**src/rtl/eth_fcs_engine.sv**
```systemverilog
`default_nettype none
// ============================================================================
//  Module   : eth_fcs_engine
//  Purpose  : Ethernet CRC-32 FCS generator (MODE=0) or checker (MODE=1)
//             over DATA_W-bit LSB-first symbols. Optional bad-frame counter
//             is built when ETH_FCS_ERR_CNT_EN is defined.
//  Revision : 1.0  initial release
// ============================================================================
module eth_fcs_engine #(
    parameter int DATA_W = 2,
    parameter int MODE   = 0
) (
    input  logic              clk,
    input  logic              reset,
    input  logic              in_valid,
    input  logic [DATA_W-1:0] in_data,
    input  logic              in_sof,
    input  logic              in_eof,
    output logic              in_ready,
    output logic              out_valid,
    output logic [DATA_W-1:0] out_data,
    output logic              out_last,
    output logic [31:0]       crc_out,
    output logic              fcs_done,
    output logic              fcs_ok,
    output logic [15:0]       err_cnt
);

    localparam logic [31:0] c_POLY     = 32'hEDB88320;
    localparam logic [31:0] c_INIT     = 32'hFFFFFFFF;
    localparam logic [31:0] c_RESIDUE  = 32'hDEBB20E3;
    localparam int          c_FCS_SYMS = 32 / DATA_W;
    localparam logic [4:0]  c_FCS_LAST = 5'(c_FCS_SYMS - 1);

    typedef enum logic [1:0] {
        IDLE = 2'd0,
        DATA = 2'd1,
        FCS  = 2'd2
    } state_t;

    // A checker never appends, so end-of-frame returns straight to IDLE.
    localparam state_t c_EOF_STATE = (MODE == 0) ? FCS : IDLE;

    function automatic logic [31:0] crc_step(input logic [31:0] crc,
                                             input logic [DATA_W-1:0] data);
        logic [31:0] c;
        c = crc;
        for (int i = 0; i < DATA_W; i++) begin
            if (c[0] ^ data[i])
                c = (c >> 1) ^ c_POLY;
            else
                c = c >> 1;
        end
        return c;
    endfunction

    state_t              r_state;
    state_t              w_state_next;
    logic [31:0]         r_crc;
    logic [31:0]         w_crc_next;
    logic [31:0]         w_fcs_word;
    logic [4:0]          r_fcs_cnt;
    logic                w_accept;
    logic                w_fwd;
    logic                w_emit;
    logic                w_check;
    logic                w_fcs_last;
    logic                r_out_valid;
    logic [DATA_W-1:0]   r_out_data;
    logic                r_out_last;
    logic                r_fcs_done;
    logic                r_fcs_ok;

    assign in_ready   = (r_state != FCS);
    assign w_accept   = in_valid && in_ready;
    assign w_fcs_word = ~r_crc;
    assign w_fcs_last = (r_fcs_cnt == c_FCS_LAST);
    assign w_check    = (MODE == 1) && w_fwd && in_eof;

    always_ff @(posedge clk) begin
        if (reset)
            r_state <= IDLE;
        else
            r_state <= w_state_next;
    end

    always_comb begin
        w_state_next = r_state;
        w_crc_next   = r_crc;
        w_fwd        = 1'b0;
        w_emit       = 1'b0;
        case (r_state)
            IDLE: begin
                // Symbols outside a frame are discarded until a start marker.
                if (w_accept && in_sof) begin
                    w_crc_next   = crc_step(c_INIT, in_data);
                    w_fwd        = 1'b1;
                    w_state_next = in_eof ? c_EOF_STATE : DATA;
                end
            end
            DATA: begin
                if (w_accept) begin
                    w_crc_next = crc_step(in_sof ? c_INIT : r_crc, in_data);
                    w_fwd      = 1'b1;
                    if (in_eof)
                        w_state_next = c_EOF_STATE;
                end
            end
            FCS: begin
                w_emit = 1'b1;
                if (w_fcs_last)
                    w_state_next = IDLE;
            end
            default: w_state_next = IDLE;
        endcase
    end

    always_ff @(posedge clk) begin
        if (reset) begin
            r_crc       <= c_INIT;
            r_fcs_cnt   <= 5'd0;
            r_out_valid <= 1'b0;
            r_out_data  <= '0;
            r_out_last  <= 1'b0;
            r_fcs_done  <= 1'b0;
            r_fcs_ok    <= 1'b0;
        end else begin
            r_crc       <= w_crc_next;
            r_fcs_cnt   <= w_emit ? r_fcs_cnt + 5'd1 : 5'd0;
            r_out_valid <= w_fwd || w_emit;
            if (w_fwd)
                r_out_data <= in_data;
            else if (w_emit)
                r_out_data <= w_fcs_word[int'(r_fcs_cnt) * DATA_W +: DATA_W];
            else
                r_out_data <= '0;
            r_out_last  <= w_check || (w_emit && w_fcs_last);
            r_fcs_done  <= w_check;
            if (w_check)
                r_fcs_ok <= (w_crc_next == c_RESIDUE);
        end
    end

`ifdef ETH_FCS_ERR_CNT_EN
    logic [15:0] r_err_cnt;

    always_ff @(posedge clk) begin
        if (reset)
            r_err_cnt <= 16'd0;
        else if (w_check && (w_crc_next != c_RESIDUE) && (r_err_cnt != 16'hFFFF))
            r_err_cnt <= r_err_cnt + 16'd1;
    end

    assign err_cnt = r_err_cnt;
`else
    assign err_cnt = 16'd0;
`endif

    assign out_valid = r_out_valid;
    assign out_data  = r_out_data;
    assign out_last  = r_out_last;
    assign crc_out   = ~r_crc;
    assign fcs_done  = r_fcs_done;
    assign fcs_ok    = r_fcs_ok;

endmodule
`default_nettype wire

```
**config.mk**
```make
export PLATFORM = sky130hd
export DESIGN_NAME = eth_fcs_engine
export DESIGN_NICKNAME = d
export VERILOG_FILES = /design/src/rtl/eth_fcs_engine.sv
export SDC_FILE = /design/constraint.sdc
export NUM_CORES = 1
export LEC_CHECK = 0
export BUFFER_PORTS_ARGS = -buffer_cell sky130_fd_sc_hd__buf_2
export CORE_MARGIN = 1
export CORE_UTILIZATION = 38
export DETAILED_ROUTE_END_ITERATION = 6
export HOLD_SLACK_MARGIN = 0.1
export SLEW_MARGIN = 20
export SYNTH_ARGS = -nofsm -noshare
export SYNTH_HDL_FRONTEND = slang
export SYNTH_SLANG_ARGS = --single-unit
```
**constraint.sdc**
```tcl
create_clock -name clk -period 2 [get_ports clk]
set_clock_uncertainty 0.05 [all_clocks]
set_input_delay 0.1 -clock clk [delete_from_list [all_inputs] [get_ports clk]]
set_output_delay 0.1 -clock clk [all_outputs]
set_load 0.005 [all_outputs]
```
* Yosys cells after proc, flatten, opt, wreduce, memory -nomap -nowiden
Cells that the tools add are included.
** Operators by class
- Add/sub/neg operators :: 1
- Equality and inequality tests :: 8
- Shifts and indexed selects :: 1
- Multiplexer cells :: 24
- Bitwise logic cells :: 8
- Reductions and logical operators :: 9
** Operators by type and width (number)
- $mux 32 :: 11
- $pmux 32 s2 :: 1
- $not 13->14 :: 3
- $not 32->32 :: 1
- $shiftx 32x7->2 :: 1
- $mux 2 :: 7
- $ne 2x2->1 const B :: 5
- $pmux 2 s3 :: 1
- $add 5x1->5 const B :: 1
- $eq 5x4->1 const B :: 1
- $reduce_and 4->1 :: 1
- $logic_and 1x1->1 :: 3
- $mux 1 :: 3
- $reduce_and 3->1 :: 1
- $xor 1x1->1 :: 3
- $eq 2x1->1 const B :: 1
- $eq 2x2->1 const B :: 1
- $logic_not 2->1 :: 1
- $pmux 1 s2 :: 1
- $reduce_bool 2->1 :: 1
- $reduce_or 2->1 :: 1
- $logic_or 1x1->1 :: 1
- $not 1->1 :: 1
** Storage, ports and cells
- Register bits :: 43
- Input port bits :: 7
- Output and inout bits :: 55
- Logic and storage cells :: 57

* Longest topological paths before layout
- Depth in word-level cells :: 9
- Depth in mapped cells :: 6
- Gate-level depth less buffers :: 5

* Least setup slack after synthesis
No wires, ideal clock.
- Path type :: flip-flop to flip-flop
- Start :: reg r_fcs_cnt[0]
- End :: reg r_out_data[0], in the netlist out_data[0]
- Library setup time :: 0.101 ns
- Data arrival time :: 1.458 ns
- Required time :: 1.849 ns
- Slack :: 0.391 ns
- Stages on the path, launching flop included :: 6
- Path buffers :: 1
- Clock period less this slack :: 1.609 ns
- Path through :: dfxtp_1 buf_6 mux4_2 mux2i_1 nor2_1 o41ai_1
** On the way
- Word-level cells in the longest chain between the ends :: 3
** Ends and longest elaborated chain
- start, declared :: RTL line 62 : logic [4:0] r_fcs_cnt;
- start signal, assigned :: RTL line 129 : r_fcs_cnt <= w_emit ? r_fcs_cnt + 5'd1 : 5'd0;
- $shiftx 32x7->2 :: RTL line 134 : r_out_data <= w_fcs_word[int'(r_fcs_cnt) * DATA_W +: DATA_W];
- $mux 2 :: RTL line 133 : else if (w_emit)
- $mux 2 :: RTL line 131 : if (w_fwd)
- end signal, assigned :: RTL line 132 : r_out_data <= in_data;
- end signal, assigned :: RTL line 134
- end, declared :: RTL line 69 : logic [DATA_W-1:0] r_out_data;
Every way passes these cells.
A chain may end at the register's enable or synchronous reset.

* Worst setup path in the final report
- Start :: reg r_fcs_cnt[0]
- End :: reg r_out_data[1], in the netlist out_data[1]
Same word-level chain as after synthesis.

==> reports/summary.txt <==
outcome = finished clean
slew at the pin closest to its max-slew limit = 673 ps
CTS H-tree depth = 2
Pwr per Cell Area = 649 nW/um2
Die Height = 85.3 um
worst rel slew slack = 55.1%
RSZ-0062 raised after global routing = false
Pre-antenna DRT Iters = 4
Max-Cap Viols = 0
multi-input logic area = 1450 um2
Vias/cell = 4.81
first-pass GRT wire length = 9.85 mm
#FFs+latches synth = 43
Initial Utilization = 39.1%
post-synthesis compound-gate area fraction = 11.3%
clock buffer count from CTS = 5
Post-Synth Simple-Gate Area = 14.6%
clock sinks = 43
Warnings, synthesis = 0
Arr. time, crit path = 2010 ps
post-synthesis sequential area ratio = 32.6%
final antenna-violating net count = 0
FF+latch area = 861 um2
r2r setup slk = 130 ps
area grow syn2layout = 13.2%
setup bufs post-CTS = 0
Placement Setup Slack = 89.6 ps
Crit Path Max Fanout = 9
main combinational cell family by area after synthesis = XOR/XNOR gates
origin of the critical flop-to-flop path = r_fcs_cnt[0]
fill cell count = 688
Die Wd = 85.3 um
final worst path period share = 93.3%
layout cells sized above 1 = 20.8%
Met2 Wirelength = 2.71 mm
Finished Core Util = 44.2%
final instance area = 2990 um2
worst vdd ir = 229 uV
Port Buffers = 43
setup ws final = 133 ps
Total GRT Usage = 17.3%
library cell with the largest summed area after synthesis = dfxtp_1
top post-synthesis cells by area = dfxtp_1 (33%), xnor2_1 (9.6%), o211ai_1 (6.0%), buf_4 (5.1%), xnor3_1 (5.1%)
reg2reg end = out_data[1]
hold path cells = 3
minimum clock period = 1870 ps
GR Overflow Total = 0
diodes inserted = 0
Worst-path clk slew = 80 ps
routed len/inst = 13.7 um
Core Region = 6760 um2
Setup violations, final = 0
Endpoint, Worst Hold = r_state[0]
Initial DRC Count = 92
hpwl dp = 4.11 mm
CTS tree = built
critical path class = flip-flop to flip-flop
Slew Viols, Final = 0
met1 WL = 2.93 mm
post-synth top area share = 32.6%
post-synth design cell area = 2640 um2
die area = 7280 um2
leakage = 0.00155 uW
post-synthesis cell count = 309
Synth Area in XOR/XNOR = 17.1%
Placer Congestion = 0.732
hold_sp = in_sof
Worst Reg-to-Reg Cells = 5
Post-route DRC = 0
worst path required time = 2140 ps
nets@finish = 359
Fin. Hold Viols = 0
fmax = 536 MHz
Vias = 2071
setup TNS = 0 ps
post-synthesis mux area share = 7.87%
row count = 30
Clock Latency Late Sink = 300 ps
CP endpoint kind = flip-flop
initial antenna violation count = 0
DP Area = 2820 um2
Adder-Cell Fraction of Synth Area = 0.948%
Clock Tree Root = clkbuf_8
Mapped Avg Cell Area = 8.54 um2
distinct cell type count after synthesis = 37
routed wire length on met3 = 220 um
top sig layer = met4
number of global-route vias before repair = 1946
clk buf depth = 2
largest net degree at the start of global routing = 35
critical path startpoint category = flip-flop
total wire length = 5.93 mm
Ports = 62
worst hold path type = input port to flip-flop
per-layer routing:
layer | global-route usage (%) | vias to the layer above
li1 | - | 1055
met1 | 24.0 | 963
met2 | 27.4 | 46
met3 | 3.60 | 7
met4 | 4.55 | 0
met5 | 0 | -
kinds of logic after synthesis:
logic type	after synthesis
AO/OA/AOI/OAI	45
XOR/XNOR	42
adder cells (fa/ha/maj)	2
buffers and inverters	75
flip-flops	43
multiplexers	12
other	1
AND/OR/NAND/NOR	89
Yosys cell counts:
master,n
ha_1,2
xnor3_1,6
o41ai_1,2
o21ai_0,15
nor3b_1,1
a21oi_1,2
o22ai_1,2
and3_1,1
mux2i_1,2
mux4_1,2
or3_1,2
o211ai_1,21
buf_4,18
xnor2_1,29
buf_8,1
o22a_1,1
clkbuf_1,10
or3b_1,1
buf_2,6
conb_1,1
mux2_2,4
xor2_1,7
mux4_2,4
clkinv_1,1
nand2_1,27
or2_2,1
inv_1,34
a2111oi_0,1
o21bai_1,1
nor3_1,11
nand2b_1,3
dfxtp_1,43
buf_6,4
clkbuf_8,1
nor2_1,35
nand3_1,5
and2_1,2
repair_timing:
action,4_1_cts,5_1_grt
gates resized for setup,0,2
hold buffers,3,0
endpoints found under the hold margin,3,0
endpoints found under the setup margin,0,2
cell type report:
type	count	share of cell area, %
clock buffers	6	2.76
inverters	35	4.40
multi-input cells	208	48.5
clock inverters	2	1.17
repair buffers	57	11.0
well taps	80	3.35
flip-flops and latches	43	28.8
power breakdown:
part,switching (uW),internal [uW]
Sequential,45.4,898
Combinational,155,130
Clock,306,404
cell usage in the layout (no fill, tap or decap):
cell,netlist,final
buf_2,6,43
o22a_1,1,1
mux4_2,4,4
nand3_1,5,5
a21oi_1,2,2
o22ai_1,2,2
xnor2_1,29,29
nand2_1,27,27
or3b_1,1,1
nand2b_1,3,3
xnor3_1,6,6
clkbuf_8,1,6
buf_4,18,11
nor3b_1,1,1
ha_1,2,2
dlygate4sd3_1,0,3
conb_1,1,18
xor2_1,7,7
clkinv_1,1,1
o41ai_2,0,2
dfxtp_1,43,43
nor2_1,35,35
and3_1,1,1
bufinv_16,0,1
or2_2,1,1
clkinv_2,0,1
o211ai_1,21,21
a2111oi_0,1,1
mux2i_1,2,2
nor3_1,11,11
mux2_2,4,4
or3_1,2,2
o21bai_1,1,1
mux4_1,2,2
and2_1,2,2
inv_1,34,34
o21ai_0,15,15
worst max-delay path, cell delays in order (launching register included):
cell and delay (ps):
dfxtp_1 340, buf_4 210, mux4_1 570, mux2i_1 210, nor2_1 90, o41ai_2 290
sequential cells by signal (all words and copies together), names as in the netlist:
name	count
r_crc	32
r_state	2
r_fcs_cnt	5
out_valid	1
out_last	1
out_data	2
metrics by stage:
stage	power, uW	hold WS, ps	cells
final	1940	149	431
after global routing	2040	174	431
after CTS	1960	141	431
after detailed placement	1240	287	420
after global placement	1240	282	420
after floorplan	1170	119	326
worst max path at each step:
stage	startpoint	endpoint	slack, ps	cells after the start
final	r_fcs_cnt[0]	out_data[1]	130	5
after global routing	r_fcs_cnt[0]	out_data[1]	40	5
after CTS	r_fcs_cnt[0]	out_data[1]	60	5
after detailed placement	r_fcs_cnt[0]	out_data[1]	90	5
after global placement	r_fcs_cnt[0]	out_data[1]	110	5
after floorplan	r_fcs_cnt[0]	out_data[0]	390	5
(Power assumes the default switching activity.)
